[config.mk]
export PLATFORM = sky130hd
export DESIGN_NAME = pipe_skid_reg
export DESIGN_NICKNAME = d
export VERILOG_FILES = /design/src/rtl/pipe_skid_reg_pkg.sv /design/src/rtl/pipe_skid_reg_entry.sv /design/src/rtl/pipe_skid_reg.sv
export SDC_FILE = /design/constraint.sdc
export NUM_CORES = 1
export LEC_CHECK = 0
export BUFFER_PORTS_ARGS = -buffer_cell sky130_fd_sc_hd__clkbuf_2
export CORE_ASPECT_RATIO = 1.2
export CORE_UTILIZATION = 60
export CTS_BUF_LIST = sky130_fd_sc_hd__clkbuf_8
export DETAILED_ROUTE_END_ITERATION = 8
export HOLD_SLACK_MARGIN = 0.06
export PLACE_DENSITY = 0.88
export SLEW_MARGIN = 10
export SYNTH_ARGS = -nofsm -noshare
export SYNTH_HDL_FRONTEND = slang
export SYNTH_SLANG_ARGS = --single-unit
[constraint.sdc]
create_clock -name clk -period 4.8 [get_ports clk]
set_clock_uncertainty 0.15 [all_clocks]
set_input_delay 1.44 -clock clk [delete_from_list [all_inputs] [get_ports clk]]
set_output_delay 1.44 -clock clk [all_outputs]
set_load 0.005 [all_outputs]
[src/rtl/pipe_skid_reg_pkg.sv]
// Shared definitions for the elastic pipeline-stage registers: state encoding
// and per-stage bundle widths with the field offsets the stage wrappers use.
package pipe_skid_reg_pkg;

  typedef enum logic [1:0] {
    PSR_EMPTY = 2'd0,
    PSR_BUSY  = 2'd1,
    PSR_FULL  = 2'd2
  } psr_state_e;

  // ID/EX bundle: ctrl = {S, B, MEM_R_EN, MEM_W_EN, WB_EN, EXE_CMD[3:0], spare}
  localparam int ID_EX_CTRL_W      = 16;
  localparam int ID_EX_DATA_W      = 128;
  localparam int ID_EX_CTRL_S      = 0;
  localparam int ID_EX_CTRL_B      = 1;
  localparam int ID_EX_CTRL_MEM_R  = 2;
  localparam int ID_EX_CTRL_MEM_W  = 3;
  localparam int ID_EX_CTRL_WB_EN  = 4;
  localparam int ID_EX_CTRL_EXE    = 5;
  localparam int ID_EX_DATA_RN     = 0;
  localparam int ID_EX_DATA_RM     = 32;
  localparam int ID_EX_DATA_PC     = 64;
  localparam int ID_EX_DATA_IMM    = 96;

  // EX/MEM bundle
  localparam int EX_MEM_CTRL_W     = 8;
  localparam int EX_MEM_DATA_W     = 72;
  localparam int EX_MEM_CTRL_MEM_R = 0;
  localparam int EX_MEM_CTRL_MEM_W = 1;
  localparam int EX_MEM_CTRL_WB_EN = 2;
  localparam int EX_MEM_DATA_ALU   = 0;
  localparam int EX_MEM_DATA_RM    = 32;
  localparam int EX_MEM_DATA_DEST  = 64;

  // MEM/WB bundle
  localparam int MEM_WB_CTRL_W     = 4;
  localparam int MEM_WB_DATA_W     = 72;
  localparam int MEM_WB_CTRL_MEM_R = 0;
  localparam int MEM_WB_CTRL_WB_EN = 1;
  localparam int MEM_WB_DATA_ALU   = 0;
  localparam int MEM_WB_DATA_MEM   = 32;
  localparam int MEM_WB_DATA_DEST  = 64;

endpackage

[src/rtl/pipe_skid_reg_entry.sv]
// One ctrl+data storage slot: load has priority over clear; data clearing on
// clear is optional so wide data paths can skip the extra enable fan-out.
module pipe_entry_reg #(
  parameter int CTRL_W = 16,
  parameter int DATA_W = 128
) (
  input  logic              clk,
  input  logic              rst,
  input  logic              load,
  input  logic              clr,
  input  logic              clr_data,
  input  logic [CTRL_W-1:0] ld_ctrl,
  input  logic [DATA_W-1:0] ld_data,
  output logic [CTRL_W-1:0] ctrl,
  output logic [DATA_W-1:0] data
);

  // Reset zeroes data as well, so a freshly reset stage never shows stale data.
  always_ff @(posedge clk) begin
    if (!rst) begin
      ctrl <= '0;
      data <= '0;
    end else if (load) begin
      ctrl <= ld_ctrl;
      data <= ld_data;
    end else if (clr) begin
      ctrl <= '0;
      if (clr_data) data <= '0;
    end
  end

endmodule

[src/rtl/pipe_skid_reg.sv]
// Elastic pipeline-stage register with a 2-entry skid buffer, valid/ready
// handshake and synchronous flush; in_ready comes straight from state flops.
module pipe_skid_reg
  import pipe_skid_reg_pkg::*;
#(
  parameter int CTRL_W     = 16,
  parameter int DATA_W     = 128,
  parameter bit CLEAR_DATA = 1'b1
) (
  input  logic              clk,
  input  logic              rst,
  input  logic              flush,
  input  logic              in_valid,
  output logic              in_ready,
  input  logic [CTRL_W-1:0] in_ctrl,
  input  logic [DATA_W-1:0] in_data,
  output logic              out_valid,
  input  logic              out_ready,
  output logic [CTRL_W-1:0] out_ctrl,
  output logic [DATA_W-1:0] out_data,
  output logic [1:0]        occupancy
);

  psr_state_e        state;
  logic              in_fire;
  logic              out_fire;
  logic              main_ld;
  logic              main_clr;
  logic              skid_ld;
  logic              skid_clr;
  logic [CTRL_W-1:0] main_ld_ctrl;
  logic [DATA_W-1:0] main_ld_data;
  logic [CTRL_W-1:0] skid_ctrl;
  logic [DATA_W-1:0] skid_data;

  assign in_ready  = (state != PSR_FULL);
  assign out_valid = (state != PSR_EMPTY);
  assign occupancy = state;
  assign in_fire   = in_valid & in_ready;
  assign out_fire  = out_valid & out_ready;

  always_comb begin
    main_ld      = 1'b0;
    main_clr     = 1'b0;
    skid_ld      = 1'b0;
    skid_clr     = 1'b0;
    main_ld_ctrl = in_ctrl;
    main_ld_data = in_data;
    if (flush) begin
      main_clr = 1'b1;
      skid_clr = 1'b1;
    end else begin
      case (state)
        PSR_EMPTY: main_ld = in_fire;
        PSR_BUSY: begin
          if (in_fire && out_fire) main_ld = 1'b1;
          else if (in_fire)        skid_ld = 1'b1;
          else if (out_fire)       main_clr = 1'b1;
        end
        PSR_FULL: begin
          if (out_fire) begin
            main_ld      = 1'b1;
            main_ld_ctrl = skid_ctrl;
            main_ld_data = skid_data;
            skid_clr     = 1'b1;
          end
        end
        default: ;
      endcase
    end
  end

  always_ff @(posedge clk) begin
    if (!rst) begin
      state <= PSR_EMPTY;
    end else if (flush) begin
      state <= PSR_EMPTY;
    end else begin
      case (state)
        PSR_EMPTY: if (in_fire) state <= PSR_BUSY;
        PSR_BUSY: begin
          if (in_fire && !out_fire)      state <= PSR_FULL;
          else if (!in_fire && out_fire) state <= PSR_EMPTY;
        end
        PSR_FULL:  if (out_fire) state <= PSR_BUSY;
        default:   state <= PSR_EMPTY;
      endcase
    end
  end

  pipe_entry_reg #(.CTRL_W(CTRL_W), .DATA_W(DATA_W)) u_main (
    .clk      (clk),
    .rst      (rst),
    .load     (main_ld),
    .clr      (main_clr),
    .clr_data (CLEAR_DATA),
    .ld_ctrl  (main_ld_ctrl),
    .ld_data  (main_ld_data),
    .ctrl     (out_ctrl),
    .data     (out_data)
  );

  pipe_entry_reg #(.CTRL_W(CTRL_W), .DATA_W(DATA_W)) u_skid (
    .clk      (clk),
    .rst      (rst),
    .load     (skid_ld),
    .clr      (skid_clr),
    .clr_data (CLEAR_DATA),
    .ld_ctrl  (in_ctrl),
    .ld_data  (in_data),
    .ctrl     (skid_ctrl),
    .data     (skid_data)
  );

endmodule

# Yosys cells after proc, flatten, opt, wreduce, memory -nomap -nowiden
# Cells that the tools add are included.
# classes
muxes	33
eq_ne	6
n_bitwise	3
n_reduce_logical	11
# ops
cell	n
$mux W128	7
$mux W16	7
$mux W1	13
$mux W2	4
$ne A2 B2 Y1 const B	3
$pmux W2 S3	1
$reduce_bool A2 Y1	3
$logic_and A1 B1 Y1	3
$ne A3 B3 Y1 const B	1
$pmux W1 S3	1
$reduce_and A3 Y1	1
$and A1 B1 Y1	2
$eq A2 B1 Y1 const B	1
$eq A2 B2 Y1 const B	1
$logic_not A1 Y1	2
$logic_not A2 Y1	1
$reduce_or A2 Y1	1
$not A1 Y1	1
# totals
regBits	290
inputBits	149
out_inout_bits	148

# Logic depth before layout (Yosys ltp)
# depth
word_depth	9
depth_mapped	12

# Hierarchy
# Synthesis repeated with hierarchy kept, for this count alone.
# unflattened
hier_cells	1471
area_unflattened_um2	14463.9
# by_module_without_submodules
mod	cells_per_inst	instances	area_each_um2
pipe_entry_reg	641	2	6078.3
pipe_skid_reg	189	1	2307.2

# Worst setup path before layout
# No wires, ideal clock.
# synth_path
path_kind	input -> register
start	input in_valid
end	register u_main.data[94]
arrival_ns	2.817
path_stages	8
t_required_ns	4.592
slack_ns	1.775
setup_ns	0.058
path_cell_list	and2_1 inv_1 ha_1 a31oi_2 buf_2 clkbuf_1 and3_1 o21a_1
# synth_between
elab_chain_len	6
elab_cells_between_ends	11
# synth_rtl
element	line_no	source
from (decl)	pipe_skid_reg.sv:13	input logic in_valid,
$and A1 B1 Y1 *	pipe_skid_reg.sv:39	assign in_fire = in_valid & in_ready;
$logic_and A1 B1 Y1 or $mux W1 (tied branches)	pipe_skid_reg.sv:56, pipe_skid_reg.sv:57	
$mux W1	pipe_skid_reg.sv:56	if (in_fire && out_fire) main_ld = 1'b1;
$pmux W1 S3 or $mux W1 (tied branches)	pipe_skid_reg.sv:53	case (state)
$mux W1	pipe_skid_reg.sv:49	if (flush) begin
$mux W128 or $reduce_bool A2 Y1 (tied branches)	-	
to (signal assigned)	pipe_skid_reg_entry.sv:25	data <= ld_data;
to (decl)	pipe_skid_reg_entry.sv:15	output logic [DATA_W-1:0] data
# Every way passes the cells marked *; elsewhere a longest branch is shown, timed or not.
# A chain may end at the register's enable or synchronous reset.

# Final worst setup path
# layout_path
start	input out_ready
end	register u_skid.data[68]
# layout_between
elab_chain_len	6
elab_cells_between_ends	10
# layout_rtl
element	line_no	source
from (decl)	pipe_skid_reg.sv:18	input logic out_ready,
$and A1 B1 Y1 *	pipe_skid_reg.sv:40	assign out_fire = out_valid & out_ready;
$logic_and A1 B1 Y1	pipe_skid_reg.sv:56	
$mux W1	pipe_skid_reg.sv:56	
$mux W1	pipe_skid_reg.sv:53	
$mux W1	pipe_skid_reg.sv:49	
$mux W128 or $reduce_bool A2 Y1 (tied branches)	-	
to (signal assigned)	pipe_skid_reg_entry.sv:25	
to (decl)	pipe_skid_reg_entry.sv:15	
# Marks and branches as above.

==> summary.txt <==
Routing
  • Wire length per cell after detailed routing: 16.59 µm
  • Routed via count divided by cell count: 5.770
  • Remaining number of nets flagged by the antenna check after routing: 0
  • Number of search-and-repair iterations in the first detailed-routing pass: 5
  • DRC: 0
  • Detailed-route via count: 11,370
  • DRT Wirelength: 32.69 mm
  • Number of violations reported at the end of detailed-routing iteration 0: 1,166

Timing
  • Final Max Tran Viols: 0
  • Tmin final: 3148 ps
  • Number of endpoints failing setup at the final stage: 0
  • Final-layout worst hold slack: 366.3 ps
  • Slew @ Worst Pin: 861.8 ps
  • Setup total negative slack: 0 ps
  • Final Hold Violating Endpoints: 0
  • Worst rel slew slack: 0.4255
  • Final period util: 0.6557
  • Maximum clock rate: 317.7 MHz
  • Unrepaired setup endpoints after global routing: false

Yosys
  • List of most frequent post-synthesis cells: sky130_fd_sc_hd__dfxtp_1, sky130_fd_sc_hd__nand2_1, sky130_fd_sc_hd__a21oi_1
  • Number of register bits inferred by synthesis: 290
  • Top cell type's share of synthesized area: 0.4654
  • Number of cells produced by synthesis: 1,469
  • Sequential-to-total area share from yosys stat: 0.4654
  • Leading cell types by total area after synthesis: sky130_fd_sc_hd__dfxtp_1, sky130_fd_sc_hd__a22oi_1, sky130_fd_sc_hd__nand2_1, sky130_fd_sc_hd__o21a_1, sky130_fd_sc_hd__and3_1
  • Number of flops mapped to enable cells by yosys: 0
  • Share of synthesized flip-flops with an asynchronous set or reset: 0
  • Cell with the most instances after synthesis: sky130_fd_sc_hd__dfxtp_1
  • Most instantiated flip-flop cell in the synthesis netlist: sky130_fd_sc_hd__dfxtp_1
  • Largest area contributor in the synthesized netlist: sky130_fd_sc_hd__dfxtp_1
  • Synthesized net count: 1,621
  • Ys Warns: 0
  • Yosys cell types: 28
  • Post-synth design cell area: 12,470 µm²
  • Avg Cell Area, Syn: 8.491 µm²

Clock tree
  • Number of post-CTS setup repair buffers: 0
  • TritonCTS Buffers: 45
  • Clk_lat worst skew: 530 ps
  • Number of levels in the clock H-tree: 2
  • Clk Tree Root Cell: sky130_fd_sc_hd__clkbuf_8
  • Post-cts sizing count: 0
  • Clock sinks: 290
  • Clk pin slew, worst setup/hold paths: 60 ps
  • CTS Buffer Depth: 3
  • Post-cts hold buffer count: 0
  • TritonCTS clock tree: built

Setup path
  • Largest incremental delay on the critical path: 560 ps
  • CP Cell Sequence: clkbuf_2, and2_1, inv_1, ha_1, nand3b_1, nor3b_2, buf_12, a22oi_1, nor2b_1
  • Kind of cell with the highest combined delay on the critical path: simple AND/OR/NAND/NOR gates
  • Cell count of the worst reg-to-reg path: 9
  • Arrival time reported for the critical path endpoint: 3460 ps
  • Type of the setup path with the least slack: input pin to register
  • Required time at the endpoint of the critical path: 5120 ps
  • Reg-to-Reg End: u_skid.data[68]
  • Element type at the critical path start: input pin
  • Buffer and inverter count on the worst path: 3
  • Launch instance of the worst register-to-register path: occupancy[0]
  • Worst setup slack for register-to-register paths: 1930 ps
  • Slowest cell on crit path: sky130_fd_sc_hd__buf_12
  • Critical path peak fanout: 144
  • Sort of element at the end of the critical path: register

Final layout
  • Final Util: 0.7186
  • Area of combinational cells with multiple inputs: 6001 µm²
  • Filler Cells Inserted: 1,535
  • Number of nets in the final layout: 1,833
  • Fraction of layout instances using a drive strength above 1: 0.2170
  • Layout Cells excl Fill: 1,970
  • Footprint of the flip-flops and latches: 5806 µm²
  • Area of all placed cells without fillers: 14,610 µm²
  • Diodes inserted: 0
  • Signed area change from the synthesized netlist to the final layout: 17.09%

GRT
  • Global route total overflow: 0
  • Global routing's busiest layer: met2
  • GRT met3 Usage: 0.08444
  • Overall Global Routing Usage: 0.2938
  • Antenna violations before repair: 0
  • GR met2 Demand/Resource: 0.4595
  • Wire length of the first global-routing pass: 52.14 mm
  • Via count of the first global-routing pass: 10,530
  • Pin count of the biggest net entering global routing: 145
  • GR Util met1: 0.3720

Floorplanning
  • Die Outline Area: 21,370 µm²
  • Number of rows created at floorplan: 57
  • Floorplan die height: 159.9 µm
  • Placeable core region: 20,330 µm²
  • Num ports: 297
  • Die width: 133.6 µm
  • Starting density of the core: 0.6137

Placed design
  • Routability congestion estimate from global placement: 0.8189
  • Post-Place Cells: 1,899
  • Placement Cell Area: 13,810 µm²
  • Detailed Place HPWL: 18.36 mm
  • # port buffers: 296

Worst hold path
  • Hold-critical path depth: 2
  • Hold-critical path endpoint: u_skid.data[92]
  • Hold Crit Class: register to register
  • Origin of the worst min-delay path: u_skid.data[92]

Flow run
  • # Max-Cap Violations: 0

Power
  • Cell area power density: 328.0 nW/µm²
  • Worst IR Drop VDD: 217.5 µV
  • Leakage component of the power: 0.006616 µW

Outcome
  • Status: complete, no violations
==> metrics by stage <==
| stage | power, µW | setup slack (ps) |
|---|---|---|
| after global routing | 4987 | 1541 |
| final | 4791 | 1652 |
| after floorplan | 2792 | 1775 |
| after detailed placement | 2963 | 1187 |
| after global placement | 2952 | 1297 |
| after CTS | 4822 | 1725 |
==> sequential cells by signal (all words and copies together) (netlist names) <==
register     flops
u_main.data    128
u_skid.data    128
u_main.ctrl     16
u_skid.ctrl     16
occupancy        2
==> kinds of logic (layout without fill, tap and decap cells) <==
logic type | after synthesis | after routing | share of synthesized area
AND/OR/NAND/NOR | 588 | 588 | 0.2386
AO/OA/AOI/OAI | 438 | 438 | 0.2344
flip-flops | 290 | 290 | 0.4654
buffers and inverters | 148 | 384 | 0.05688
adder cells (fa/ha/maj) | 3 | 3 | 0.003010
multiplexers | 2 | 2 | 0.001605
==> tightest hold or removal path, delay by kind of cell (launching register included) <==
kind,cells,cell delay [ps]
flip-flops,1,320
AND/OR/NAND/NOR,1,90
AO/OA/AOI/OAI,1,70
==> metal layers <==
| layer | vias up | part of all wire | routed length [µm] |
|---|---|---|---|
| met5 | - | 0 | 0 |
| met4 | 0 | 0.041 | 1326 |
| met3 | 86 | 0.084 | 2762 |
| met2 | 450 | 0.46 | 15150 |
| met1 | 5359 | 0.41 | 13450 |
| li1 | 5471 | - | - |
==> worst max path at each step <==
stage	start	end	slack, ps	cells after the start
after CTS	out_ready	u_skid.data[5]	1720	9
after detailed placement	out_ready	u_skid.data[68]	1190	9
after floorplan	in_valid	u_main.data[94]	1770	8
final	out_ready	u_skid.data[68]	1650	9
after global routing	out_ready	u_skid.data[47]	1540	9
after global placement	out_ready	u_skid.data[82]	1300	9
==> layout make-up <==
cell class,count,area share
Inverter,4,0.001028
Tap cell,265,0.02270
Timing Repair Buffer,309,0.1137
Clock inverter,19,0.005226
Sequential cell,290,0.3975
Clock buffer,52,0.04900
Multi-Input combinational cell,1031,0.4109
==> power breakdown <==
part	leakage, µW	switching (µW)	total, µW	internal (µW)
Combinational	0.00380	244	425	180
Clock	0.000468	903	1870	970
Sequential	0.00235	28.9	2490	2460
==> placed cells by master (no fill, tap or decap), drive strengths merged, types with 14 or more instances in the layout <==
cell type  count
clkbuf       347
dfxtp        290
nand2        288
a21oi        146
nor2b        144
a22oi        144
and3         144
o21a         144
inv           21
buf           14
No activity file was read; power rests on OpenSTA's default activity.
